`config.mk`:
```
export PLATFORM = sky130hd
export DESIGN_NAME = instruction_loader
export DESIGN_NICKNAME = d
export VERILOG_FILES = /design/src/rtl/mips_pkg.sv /design/src/rtl/instr_packer.sv /design/src/rtl/instruction_loader.sv
export SDC_FILE = /design/constraint.sdc
export NUM_CORES = 1
export LEC_CHECK = 0
export BUFFER_PORTS_ARGS = -buffer_cell sky130_fd_sc_hd__buf_2
export CAP_MARGIN = 0
export CORE_ASPECT_RATIO = 1.1
export CORE_MARGIN = 2
export CORE_UTILIZATION = 35
export CTS_CLUSTER_DIAMETER = 50
export DETAILED_ROUTE_END_ITERATION = 16
export HOLD_SLACK_MARGIN = 0.02
export PLACE_DENSITY_LB_ADDON = 0.2
export RECOVER_POWER = 100
export SYNTH_ARGS = -nofsm -noshare
export SYNTH_HDL_FRONTEND = slang
export SYNTH_SLANG_ARGS = --single-unit
```
`constraint.sdc`:
```
create_clock -name clk -period 2.55 [get_ports clk]
set_clock_uncertainty 0.15 [all_clocks]
set_input_delay 0.3825 -clock clk [delete_from_list [all_inputs] [get_ports clk]]
set_output_delay 0.3825 -clock clk [all_outputs]
set_load 0.01 [all_outputs]
```
`src/rtl/mips_pkg.sv`:
```
// Shared definitions for the instruction-memory loader.
// Holds the field bit positions of the 32-bit instruction word (the same
// positions the fetch/decode side uses), the descriptor format enum, the
// loader FSM state enum and the default fill word.
package mips_pkg;

  localparam int          ADDR_W      = 8;
  localparam int          DEPTH       = 256;
  localparam logic [31:0] DEFAULT_NOP = 32'h0021_0820;

  // LSB position of each field inside the packed word.
  localparam int OPC_LSB   = 26;
  localparam int RD_LSB    = 21;
  localparam int RS_LSB    = 16;
  localparam int RT_LSB    = 11;
  localparam int SHAMT_LSB = 6;
  localparam int FUNCT_LSB = 0;

  typedef enum logic [1:0] {
    FMT_R   = 2'd0,
    FMT_I   = 2'd1,
    FMT_J   = 2'd2,
    FMT_RAW = 2'd3
  } fmt_e;

  typedef enum logic [1:0] {
    ST_IDLE = 2'd0,
    ST_LOAD = 2'd1,
    ST_FILL = 2'd2,
    ST_DONE = 2'd3
  } ld_state_e;

endpackage

```
`src/rtl/instr_packer.sv`:
```
// Combinational packer: format + field values -> 32-bit instruction word.
// Ports:
//   i_fmt      descriptor format (FMT_R / FMT_I / FMT_J / FMT_RAW)
//   i_opcode, i_rd, i_rs, i_rt, i_shamt, i_funct, i_const, i_target, i_raw
//              field values; fields not used by i_fmt have no effect
//   o_word     packed instruction word
module instr_packer
  import mips_pkg::*;
(
  input  logic [1:0]  i_fmt,
  input  logic [5:0]  i_opcode,
  input  logic [4:0]  i_rd,
  input  logic [4:0]  i_rs,
  input  logic [4:0]  i_rt,
  input  logic [4:0]  i_shamt,
  input  logic [5:0]  i_funct,
  input  logic [15:0] i_const,
  input  logic [25:0] i_target,
  input  logic [31:0] i_raw,
  output logic [31:0] o_word
);

  logic [31:0] w_hdr;

  // opcode/rd/rs occupy the upper half for both R and I formats.
  assign w_hdr = (32'(i_opcode) << OPC_LSB) |
                 (32'(i_rd)     << RD_LSB)  |
                 (32'(i_rs)     << RS_LSB);

  always_comb begin
    o_word = '0;
    case (fmt_e'(i_fmt))
      FMT_R:   o_word = w_hdr |
                        (32'(i_rt)    << RT_LSB)    |
                        (32'(i_shamt) << SHAMT_LSB) |
                        (32'(i_funct) << FUNCT_LSB);
      FMT_I:   o_word = w_hdr | 32'(i_const);
      FMT_J:   o_word = (32'(i_opcode) << OPC_LSB) | 32'(i_target);
      default: o_word = i_raw;
    endcase
  end

endmodule

```
`src/rtl/instruction_loader.sv`:
```
// Instruction memory loader. Accepts field-level instruction descriptors
// over a valid/ready handshake, packs them and writes them to consecutive
// instruction-memory addresses; can also bulk-fill the whole memory with
// DEFAULT_WORD.
// Handshake: a descriptor is transferred on a rising edge where
// in_valid && in_ready; in_ready does not depend on in_valid, and the
// source must hold its fields stable while in_valid is high and not taken.
// Ports:
//   clk, reset            clock; synchronous active-high reset
//   fill_start            pulse: fill memory with DEFAULT_WORD, then rewind
//   in_valid/in_ready     descriptor handshake
//   in_fmt .. in_raw      descriptor fields, in_last marks the final one
//   mem_we/addr/wdata     registered memory write port (1-cycle latency)
//   wr_count              descriptors written since pointer rewind
//   busy / done / full    fill running / program complete / memory full
//   state_dbg             current FSM state (ld_state_e encoding)
module instruction_loader
  import mips_pkg::*;
#(
  parameter int          ADDR_W       = mips_pkg::ADDR_W,
  parameter int          DEPTH        = mips_pkg::DEPTH,
  parameter logic [31:0] DEFAULT_WORD = DEFAULT_NOP
) (
  input  logic              clk,
  input  logic              reset,
  input  logic              fill_start,
  input  logic              in_valid,
  output logic              in_ready,
  input  logic [1:0]        in_fmt,
  input  logic [5:0]        in_opcode,
  input  logic [4:0]        in_rd,
  input  logic [4:0]        in_rs,
  input  logic [4:0]        in_rt,
  input  logic [4:0]        in_shamt,
  input  logic [5:0]        in_funct,
  input  logic [15:0]       in_const,
  input  logic [25:0]       in_target,
  input  logic [31:0]       in_raw,
  input  logic              in_last,
  output logic              mem_we,
  output logic [ADDR_W-1:0] mem_addr,
  output logic [31:0]       mem_wdata,
  output logic [ADDR_W:0]   wr_count,
  output logic              busy,
  output logic              done,
  output logic              full,
  output logic [1:0]        state_dbg
);

  localparam logic [ADDR_W:0] LP_DEPTH = (ADDR_W+1)'(DEPTH);

  ld_state_e         r_state;
  logic [ADDR_W:0]   r_ptr;        // next descriptor address, doubles as wr_count
  logic [ADDR_W:0]   r_fill_addr;  // next fill address; DEPTH means fill finished
  logic              r_mem_we;
  logic [ADDR_W-1:0] r_mem_addr;
  logic [31:0]       r_mem_wdata;
  logic              r_busy;
  logic              r_done;
  logic              r_full;

  logic [31:0]       w_word;
  logic              w_can_take;
  logic              w_accept;
  logic              w_last_slot;

  instr_packer u_packer (
    .i_fmt    (in_fmt),
    .i_opcode (in_opcode),
    .i_rd     (in_rd),
    .i_rs     (in_rs),
    .i_rt     (in_rt),
    .i_shamt  (in_shamt),
    .i_funct  (in_funct),
    .i_const  (in_const),
    .i_target (in_target),
    .i_raw    (in_raw),
    .o_word   (w_word)
  );

  // fill_start wins over a concurrent descriptor, so it blocks ready.
  assign w_can_take  = (r_state == ST_IDLE) || (r_state == ST_LOAD);
  assign in_ready    = w_can_take & ~fill_start;
  assign w_accept    = in_valid & in_ready;
  assign w_last_slot = (r_ptr == LP_DEPTH - 1'b1);

  always_ff @(posedge clk) begin
    if (reset) begin
      r_state     <= ST_IDLE;
      r_ptr       <= '0;
      r_fill_addr <= '0;
      r_mem_we    <= 1'b0;
      r_mem_addr  <= '0;
      r_mem_wdata <= '0;
      r_busy      <= 1'b0;
      r_done      <= 1'b0;
      r_full      <= 1'b0;
    end else begin
      r_mem_we <= 1'b0;
      case (r_state)
        ST_IDLE, ST_LOAD, ST_DONE: begin
          if (fill_start) begin
            // Address 0 is written right away so the fill occupies exactly
            // DEPTH cycles starting the cycle after fill_start.
            r_state     <= ST_FILL;
            r_busy      <= 1'b1;
            r_mem_we    <= 1'b1;
            r_mem_addr  <= '0;
            r_mem_wdata <= DEFAULT_WORD;
            r_fill_addr <= (ADDR_W+1)'(1);
          end else if (w_accept) begin
            r_mem_we    <= 1'b1;
            r_mem_addr  <= r_ptr[ADDR_W-1:0];
            r_mem_wdata <= w_word;
            r_ptr       <= r_ptr + 1'b1;
            if (in_last || w_last_slot) begin
              r_state <= ST_DONE;
              r_done  <= 1'b1;
              if (w_last_slot) r_full <= 1'b1;
            end else begin
              r_state <= ST_LOAD;
            end
          end
        end
        ST_FILL: begin
          if (r_fill_addr == LP_DEPTH) begin
            r_state <= ST_IDLE;
            r_busy  <= 1'b0;
            r_ptr   <= '0;
            r_full  <= 1'b0;
            r_done  <= 1'b0;
          end else begin
            r_mem_we    <= 1'b1;
            r_mem_addr  <= r_fill_addr[ADDR_W-1:0];
            r_mem_wdata <= DEFAULT_WORD;
            r_fill_addr <= r_fill_addr + 1'b1;
          end
        end
        default: r_state <= ST_IDLE;
      endcase
    end
  end

  assign mem_we    = r_mem_we;
  assign mem_addr  = r_mem_addr;
  assign mem_wdata = r_mem_wdata;
  assign wr_count  = r_ptr;
  assign busy      = r_busy;
  assign done      = r_done;
  assign full      = r_full;
  assign state_dbg = r_state;

endmodule
```
# == Word-level counts from Yosys, hierarchy flattened ==
# Cells that the tools add are included.
# totals
out_inout_bits,56
register_bits,64
elab_cells,85
inputBits,113
# classes
n_reduce_logical,12
n_bitwise,10
eq_ne,15
add_sub_neg,2
n_mux,37
# op_table
cell,n
32-bit two-way mux,3
32-bit one-hot mux with 3 select lines,1
32-bit by 16-bit OR with 32-bit output,2
32-bit by 26-bit OR with 32-bit output,2
32-bit one-hot mux with 2 select lines,1
9-bit two-way mux,5
9-bit one-hot mux with 2 select lines,2
32-bit by 11-bit OR with 32-bit output,1
32-bit by 21-bit OR with 32-bit output,1
32-bit by 6-bit OR with 32-bit output,1
8-bit two-way mux,3
"9-bit by 1-bit adder with 9-bit output, second input constant",2
8-bit one-hot mux with 2 select lines,1
"2-bit != test, second input constant",7
1-bit two-way mux,12
"9-bit by 8-bit == test with 1-bit output, second input constant",1
"9-bit == test, second input constant",1
2-bit two-way mux,4
1-bit one-hot mux with 2 select lines,4
2-bit AND reduction,4
"2-bit == test, second input constant",3
5-bit AND reduction,1
"2-bit by 1-bit == test with 1-bit output, second input constant",2
2-bit zero test,2
other kinds (8),10

# == Depth between registers and ports, before layout ==
# Gate-level depths: netlist of the first run.
# depth
word_depth,9
mapped_depth,7
mapped_depth_nobuf,6

# == Cells and area by module ==
# Synthesis of the first run repeated with hierarchy kept, for this count alone.
# unflattened
cells_unflattened,311
hier_area_um2,3230.6
# modules_own_cells
mod,cells_each,instances,area_each_um2
instruction_loader,251,1,2517.4
instr_packer,60,1,713.2

# == Worst setup path before layout of the first run ==
# Ideal clock, no wire load.
# synth_timing
path_type,input -> register
start,in in_fmt[0]
end,"reg r_mem_wdata[10], in the netlist mem_wdata[10]"
required_ns,2.283
path_buffers,2
slack_ns,0.636
t_arrival_ns,1.647
setup_time_ns,0.117
stages,4
cell_sequence,buf_2 -> buf_2 -> mux4_2 -> a22o_1
# synth_via
elab_chain_cells,5
word_cells_on_any_way,7
cone_classes,eq/ne (2); mux (4); reduce/logical (1)
# synth_lines
item,line_no,text
start: declaration,instruction_loader.sv:29,"input logic [1:0] in_fmt,"
"2-bit == test, or another cell as far along",instr_packer.sv:32,case (fmt_e'(i_fmt))
32-bit one-hot mux with 3 select lines (*),instr_packer.sv:32,
32-bit two-way mux (*),instruction_loader.sv:111,end else if (w_accept) begin
32-bit two-way mux (*),instruction_loader.sv:102,if (fill_start) begin
32-bit one-hot mux with 2 select lines (*),instruction_loader.sv:100,case (r_state)
end signal: assignment,instruction_loader.sv:114,r_mem_wdata <= w_word;
end: declaration,instruction_loader.sv:57,logic [31:0] r_mem_wdata;
# Every way passes the cells marked *; elsewhere a longest branch is shown, timed or not. The select of a mux whose other input is x is not followed.
# A chain may end at the register's enable or synchronous reset.

# == Worst setup path in the final report of the first run ==
# layout_timing
start,reg r_fill_addr[0]
end,"reg r_mem_wdata[6], in the netlist mem_wdata[6]"
# layout_via
elab_chain_cells,3
# layout_lines
item,line_no,text
start: declaration,instruction_loader.sv:54,logic [ADDR_W:0] r_fill_addr;
start signal: assignment,instruction_loader.sv:110,r_fill_addr <= (ADDR_W+1)'(1);
start signal: assignment,instruction_loader.sv:136,r_fill_addr <= r_fill_addr + 1'b1;
9-bit == test,instruction_loader.sv:126,if (r_fill_addr == LP_DEPTH) begin
2-bit != test (no source line),--,
2-bit AND reduction (no source line),--,
# Every way passes these cells.

==> reports/metrics.cfg, run 1 <==
[status]
status=complete, no violations

[die]
core_sq_um=8828
io-pin-count=169
die_x_microns=94.79
die_area_sq_um=9844
die_y_microns=103.9
start_util_pct=35.94
rows=36

[detailed_routing]
wirelength_microns=9241
dr_total_vias=3055
drtIter0Drc=89
post_drt_wl_per_cell_microns=15.48
ant_nets=0
drc=0
vias_per_cell=5.117
dr.pass1.iters=4

[clocking]
clock-root-buffer=clkbuf_8
cts.sinks=64
post-cts-setup-buffer-count=0
h-tree-depth=3
cts_tree=done
hold_buffers=0
path_clk_slew_ns=0.08
clkLatencyLatePin_ns=0.35
ctsLongestPathBuffers=2
cts_resized=0
cts_buffers=9

[synth]
synthFlopType=dfxtp_1
synth.largest_area_cell=dfxtp_1
ys_types=40
synth_edf_count=0
ys_ff_latch=64
netlist_top_cells_area=dfxtp_1 (40%), mux4_2 (11%), a22o_1 (6.1%)
async_flop_share_pct=0
netlist_area_sq_um=3173
syn_avg_cell_area_sq_um=10.17
postSynthCellCount=312
synth_most_common_cell=dfxtp_1
synthTopCellsByCount=dfxtp_1 (64), nor2_1 (35), a21oi_1 (28), a22o_1 (22)
syn_nets=429
ys_warn_count=0
ys_seq_area_share_pct=40.38
synth_top_area_share_pct=40.38

[finish]
n_fill_cell=905
n_antenna_cell=0
regArea_sq_um=1281
final_layout_size_suffix_gt1_share_pct=32.51
syn2layout_area_growth_pct=33.28
multiInputGateArea_sq_um=1760
final_nets=595

[timing]
setup-violations-final=0
max_slew_margin_pct=53.67
period_share_pct=85.17
fin_setup_tns_ns=0
hold_viol=0
tightestPinTransition_ns=0.6950
maxClockFrequency_ghz=0.4604
drv_slew=0
holdWs_ns=0.1472
fin_crit_ns=2.172
rsz0062_at_grt=no

[grt]
antenna_found_initial=0
grt.overflow.total=0
grt_use_total_pct=19.31
first_global_vias=3057
grt_first_pass_wirelength_microns=14610
grt_max_degree=38

[critical_path]
cp.arrival_ns=2.26
worst-setup-path-type=reg2reg
path_max_fanout=35
critPathCaptureType=flop
start_kind=flop
cp.required_ns=2.64
slowest_stage=dfxtp_1
cp_slowest_stage_delay_ns=0.45
cp_cell_sequence=inv_1, ha_1, nor4b_4, a21oi_2, nor3_4, buf_4, a22o_1

[placed_design]
portBuffers=168
dp_hpwl_microns=7187
gp_congestion=0.8834

[power]
vdd_drop_max_mv=0.2217
p_leak_nw=1.773
p_per_area_nw_per_um2=540.9

[min_path]
hp-class=in2reg

[flow_run]
drv_cap=0

-- cells in the final DEF, fill, tap and decap left out, drive strengths merged, types with 2 or more instances in the layout --
cell type,count
buf,119
clkbuf,67
dfxtp,64
nor2,35
a21oi,29
a22o,22
mux2i,16
mux4,16
o2bb2ai,13
xor2,10
nor3,10
o21ai,10
nand2,8
nor3b,8
inv,6
nand3,4
nand4,4
ha,4
nor4b,4
and4,3
nand2b,3
nor2b,3
and3,3
a31oi,3
o2111ai,3
clkinvlp,3
or3,2
clkinv,2
-- cell type report --
cell class	count	share of cell area (%)
clock buffers	9	2.929
clock inverters	7	1.686
inverters	5	0.4438
multi-input cells	221	41.63
flip-flops and latches	64	30.30
well taps	114	3.373
repair buffers	177	19.64
-- cells by family after synthesis --
family / count (synthesis) / share of synthesized area, %
and+or+nand+nor: 89 / 15.85
AOI/OAI and AO/OA: 85 / 18.53
DFF: 64 / 40.38
muxes: 33 / 16.76
buffers and inverters: 27 / 4.141
xor gates and xnor gates: 10 / 2.760
adders and majority gates: 4 / 1.577
-- worst paths after layout --
path / from / to / slack (ns) / depth (start not counted)
setup reg to reg: r_fill_addr[0] / mem_wdata[6] / 0.38 / 7
hold reg to reg: mem_addr[2] / mem_addr[2] / 0.32 / 1
hold / removal: in_raw[26] / mem_wdata[26] / 0.15 / 3
setup / recovery: r_fill_addr[0] / mem_wdata[6] / 0.38 / 7
-- per-stage QoR --
stage	instances	cell area [sq um]	total power, mW	setup slack, ns	util, %
6_report	597	4229	2.288	0.3781	47.90
5_1_grt	597	4229	2.403	0.2273	47.90
4_1_cts	597	4307	2.319	0.3809	48.78
3_5_place_dp	581	4111	1.450	0.3889	46.57
3_3_place_gp	581	4111	1.443	0.4634	46.57
2_1_floorplan	312	3173	1.288	0.6358	-
-- layer usage --
metal	vias to the layer above	wire length [microns]	global-route usage, %	part of all wire [%]
li1	1505	-	-	-
met1	1400	3634	21.89	39
met2	130	4676	32.62	51
met3	20	642	6.667	6.9
met4	0	287	7.971	3.1
met5	-	0	0	0
-- critical path, delay by kind of cell (launching register included) --
kind	cells	cell delay [ns]
AOI/OAI and AO/OA	2	0.68
adders and majority gates	1	0.20
and+or+nand+nor	2	0.21
DFF	1	0.45
buffers and inverters	2	0.37
-- state kept, by name (all words and copies together) (netlist names) --
name,count
mem_wdata,32
r_fill_addr,9
wr_count,9
mem_addr,8
state_dbg,2
busy,1
done,1
full,1
mem_we,1
-- power breakdown --
group          internal, mW  switching [mW]
clock                 0.450           0.425
sequential             1.03          0.0262
combinational         0.176           0.179
Note: power is estimated with default switching activity, not from simulation.
==> run 2: changes to the inputs <==
- ABC_AREA: not set -> 1
==> run 2 against run 1 <==
  * Routed wire length is 26% higher
  * Die area is 12% higher
  * First-iteration DRC count rose by 94%
  * Sequential power about the same
  * Critical path type unchanged
  * Critical endpoint is now mem_addr[3]
  * Largest power group unchanged
==> reports/metrics.cfg, run 2 <==
[status]
status=complete, no violations

[grt]
grt_first_pass_wirelength_microns=18220  ; +25%
grt_use_total_pct=21.08  ; +1.8 points
grt.overflow.total=0  ; unchanged
grt_max_degree=40  ; +5.3%
first_global_vias=3804  ; +24%
antenna_found_initial=0  ; unchanged

[synth]
ys_warn_count=0  ; unchanged
ys_ff_latch=64  ; unchanged
synth.mux.area_fraction_pct=0.5632  ; -16 points
synth_top_area_share_pct=36.04  ; -4.3 points
postSynthCellCount=516  ; +65%
netlist_top_cells_area=dfxtp_1 (36%), nand2_1 (18%), nand3_1 (9.2%)
synth_top_family_by_area=simple AND/OR/NAND/NOR gates
synthFlopType=dfxtp_1
syn_avg_cell_area_sq_um=6.889  ; -32%
netlist_area_sq_um=3555  ; +12%
async_flop_share_pct=0  ; unchanged
ys_types=34  ; -15%
synth_most_common_cell=nand2_1
synthTopCellsByCount=nand2_1 (175), nand3_1 (65), dfxtp_1 (64), o21ai_0 (33), inv_1 (32)
synthAdderAreaFrac_pct=1.408  ; -0.17 points
synth_edf_count=0  ; unchanged
synth.largest_area_cell=dfxtp_1
synth_xor_area_share_pct=0  ; -2.8 points
syn_nets=633  ; +48%
synth_compound_area_share_pct=11.65  ; -6.9 points
yosys.area_share.simple_pct=40.83  ; +25 points
ys_seq_area_share_pct=36.04  ; -4.3 points

[detailed_routing]
drtIter0Drc=173  ; +94%
post_drt_wl_per_cell_microns=14.53  ; -6.1%
vias_per_cell=4.986  ; -2.6%
dr_total_vias=3979  ; +30%
ant_nets=0  ; unchanged
wirelength_microns=11600  ; +26%
drc=0  ; unchanged
dr.pass1.iters=5  ; +1

[min_path]
worstHoldEndpoint=mem_wdata[3]
hp-class=in2reg
hold_path_depth=3  ; unchanged
hp-start=in_raw[3]

[critical_path]
crit_family=simple AND/OR/NAND/NOR gates
path_max_fanout=39  ; +11%
slowest_stage=nor2_2
cp_cell_sequence=inv_1, ha_1, nand2_1, nor2_1, nand3_4, nand2_4, nor2_2, nand2_1, nand2_1
cp_slowest_stage_delay_ns=0.54  ; +0.09 ns
reg2regPathDepth=9  ; +2
cp.arrival_ns=2.27  ; about the same
worstSetupStartpoint=r_fill_addr[0]
worst-setup-path-type=reg2reg
cp.required_ns=2.68  ; +0.04 ns
critPathCaptureType=flop
reg2reg_slack_ns=0.41  ; +0.03 ns
cp_num_buf_inv=1  ; -1
crit_top_cell=nand2_1
reg2reg_from=r_fill_addr[0]
r2r_end=mem_addr[3]
start_kind=flop

[power]
p_leak_nw=2.112  ; +19%
vdd_drop_max_mv=0.2956  ; +33%
p_per_area_nw_per_um2=519.8  ; -3.9%
finalPower_mw=2.290  ; +0.11%

[die]
rows=38  ; +5.6%
die_area_sq_um=10980  ; +12%
start_util_pct=35.94  ; about the same
die_y_microns=109.7  ; +5.6%
io-pin-count=169  ; unchanged
core_sq_um=9889  ; +12%
die_x_microns=100.1  ; +5.6%

[clocking]
clock-root-buffer=clkbuf_8
cts.sinks=64  ; unchanged
h-tree-depth=3  ; unchanged
ctsLongestPathBuffers=2  ; unchanged
clkLatencyLatePin_ns=0.34  ; about the same
cts_tree=done
cts_resized=0  ; unchanged
hold_buffers=0  ; unchanged
post-cts-setup-buffer-count=0  ; unchanged
path_clk_slew_ns=0.07  ; about the same
cts_buffers=9  ; unchanged

[finish]
layout_commonest_cell=nand2_1
instances_no_fill=798  ; +34%
final_cell_area_sq_um=4405  ; +4.2%
utilization_pct=44.55  ; -3.4 points
n_antenna_cell=0  ; unchanged
final_nets=791  ; +33%
largest_reg_flops=32  ; unchanged
final_layout_size_suffix_gt1_share_pct=22.27  ; -10 points
final_cell_mix=nand2_1 (177), buf_2 (113), nand3_1 (78), dfxtp_1 (64), clkbuf_1 (56)
syn2layout_area_growth_pct=23.94

[placed_design]
gp_congestion=0.9015  ; +2.0%
post-place-cells=783  ; +35%
placed_area_sq_um=4408  ; +7.2%
dp_hpwl_microns=8915  ; +24%
portBuffers=168  ; unchanged

[timing]
max_slew_margin_pct=58.34  ; +4.7 points
rsz0062_at_grt=no
drv_slew=0  ; unchanged
tightestPinTransition_ns=0.6243  ; -0.07071 ns
fin_crit_ns=2.137  ; -0.03486 ns
hold_viol=0  ; unchanged
fin_setup_tns_ns=0  ; unchanged
maxClockFrequency_ghz=0.4679  ; +1.6%
setup-violations-final=0  ; unchanged
period_share_pct=83.80  ; -1.4 points

[flow_run]
drv_cap=0  ; unchanged

run 2: changes by cell type after synthesis, sizes merged, moves of 14 or more:
cell   previous run  this run
nand2             8       181
a22o             22         0
mux4             16         0
o21ai            10        34
inv               5        35
nand3             4        81
mux2i            16         2
run 2: per-layer routing:
layer / up-vias / GRT usage [%] / wire length (microns)
met5: - / 0 / 0
met4: 0 / 8.219 / 257
met1: 1772 / 24.38 / 4688
li1: 2013 / - / -
met2: 174 / 38.03 / 5693
met3: 20 / 4.514 / 958
run 2: how the worst max path moves through the flow:
stage	to	slack, ns	cells past startpoint
2_1_floorplan	wr_count[8]	0.75	8
3_3_place_gp	mem_addr[3]	0.43	7
3_5_place_dp	mem_addr[3]	0.45	7
4_1_cts	mem_addr[3]	0.43	7
5_1_grt	done	0.17	9
6_report	mem_addr[3]	0.41	9
run 2: cell type report:
type / instances / area, sq um
well taps: 120 / 150.1
inverters: 36 / 142.6
flip-flops and latches: 64 / 1281
clock inverters: 3 / 17.52
clock buffers: 12 / 155.1
fillers: 1050 / 5484
multi-input cells: 389 / 1829
repair buffers: 174 / 829.5
run 2: cell families after synthesis:
kind of cell    after synthesis
mux                           2
compound gates               74
simple gates                309
buf+inv                      63
fa+ha+maj                     4
flops                        64
run 2: worst min-delay path: stages:
cell and delay [ns]:
buf_2 0.07, o211ai_1 0.09, nand2_1 0.07
run 2: metrics by stage:
| step | hold WS (ns) | setup slack (ns) |
|---|---|---|
| 5_1_grt | 0.1443 | 0.1675 |
| 4_1_cts | 0.1177 | 0.4342 |
| 3_5_place_dp | 0.3042 | 0.4537 |
| 3_3_place_gp | 0.2978 | 0.4290 |
| 2_1_floorplan | 0.2895 | 0.7532 |
| 6_report | 0.1444 | 0.4130 |
run 2: power by group:
group	leakage [nW]	total (mW)	switching [mW]	internal, mW
clock	0.0882	0.784	0.387	0.398
combinational	1.50	0.435	0.276	0.158
sequential	0.521	1.07	0.0302	1.04
total	2.11	2.29	0.693	1.60
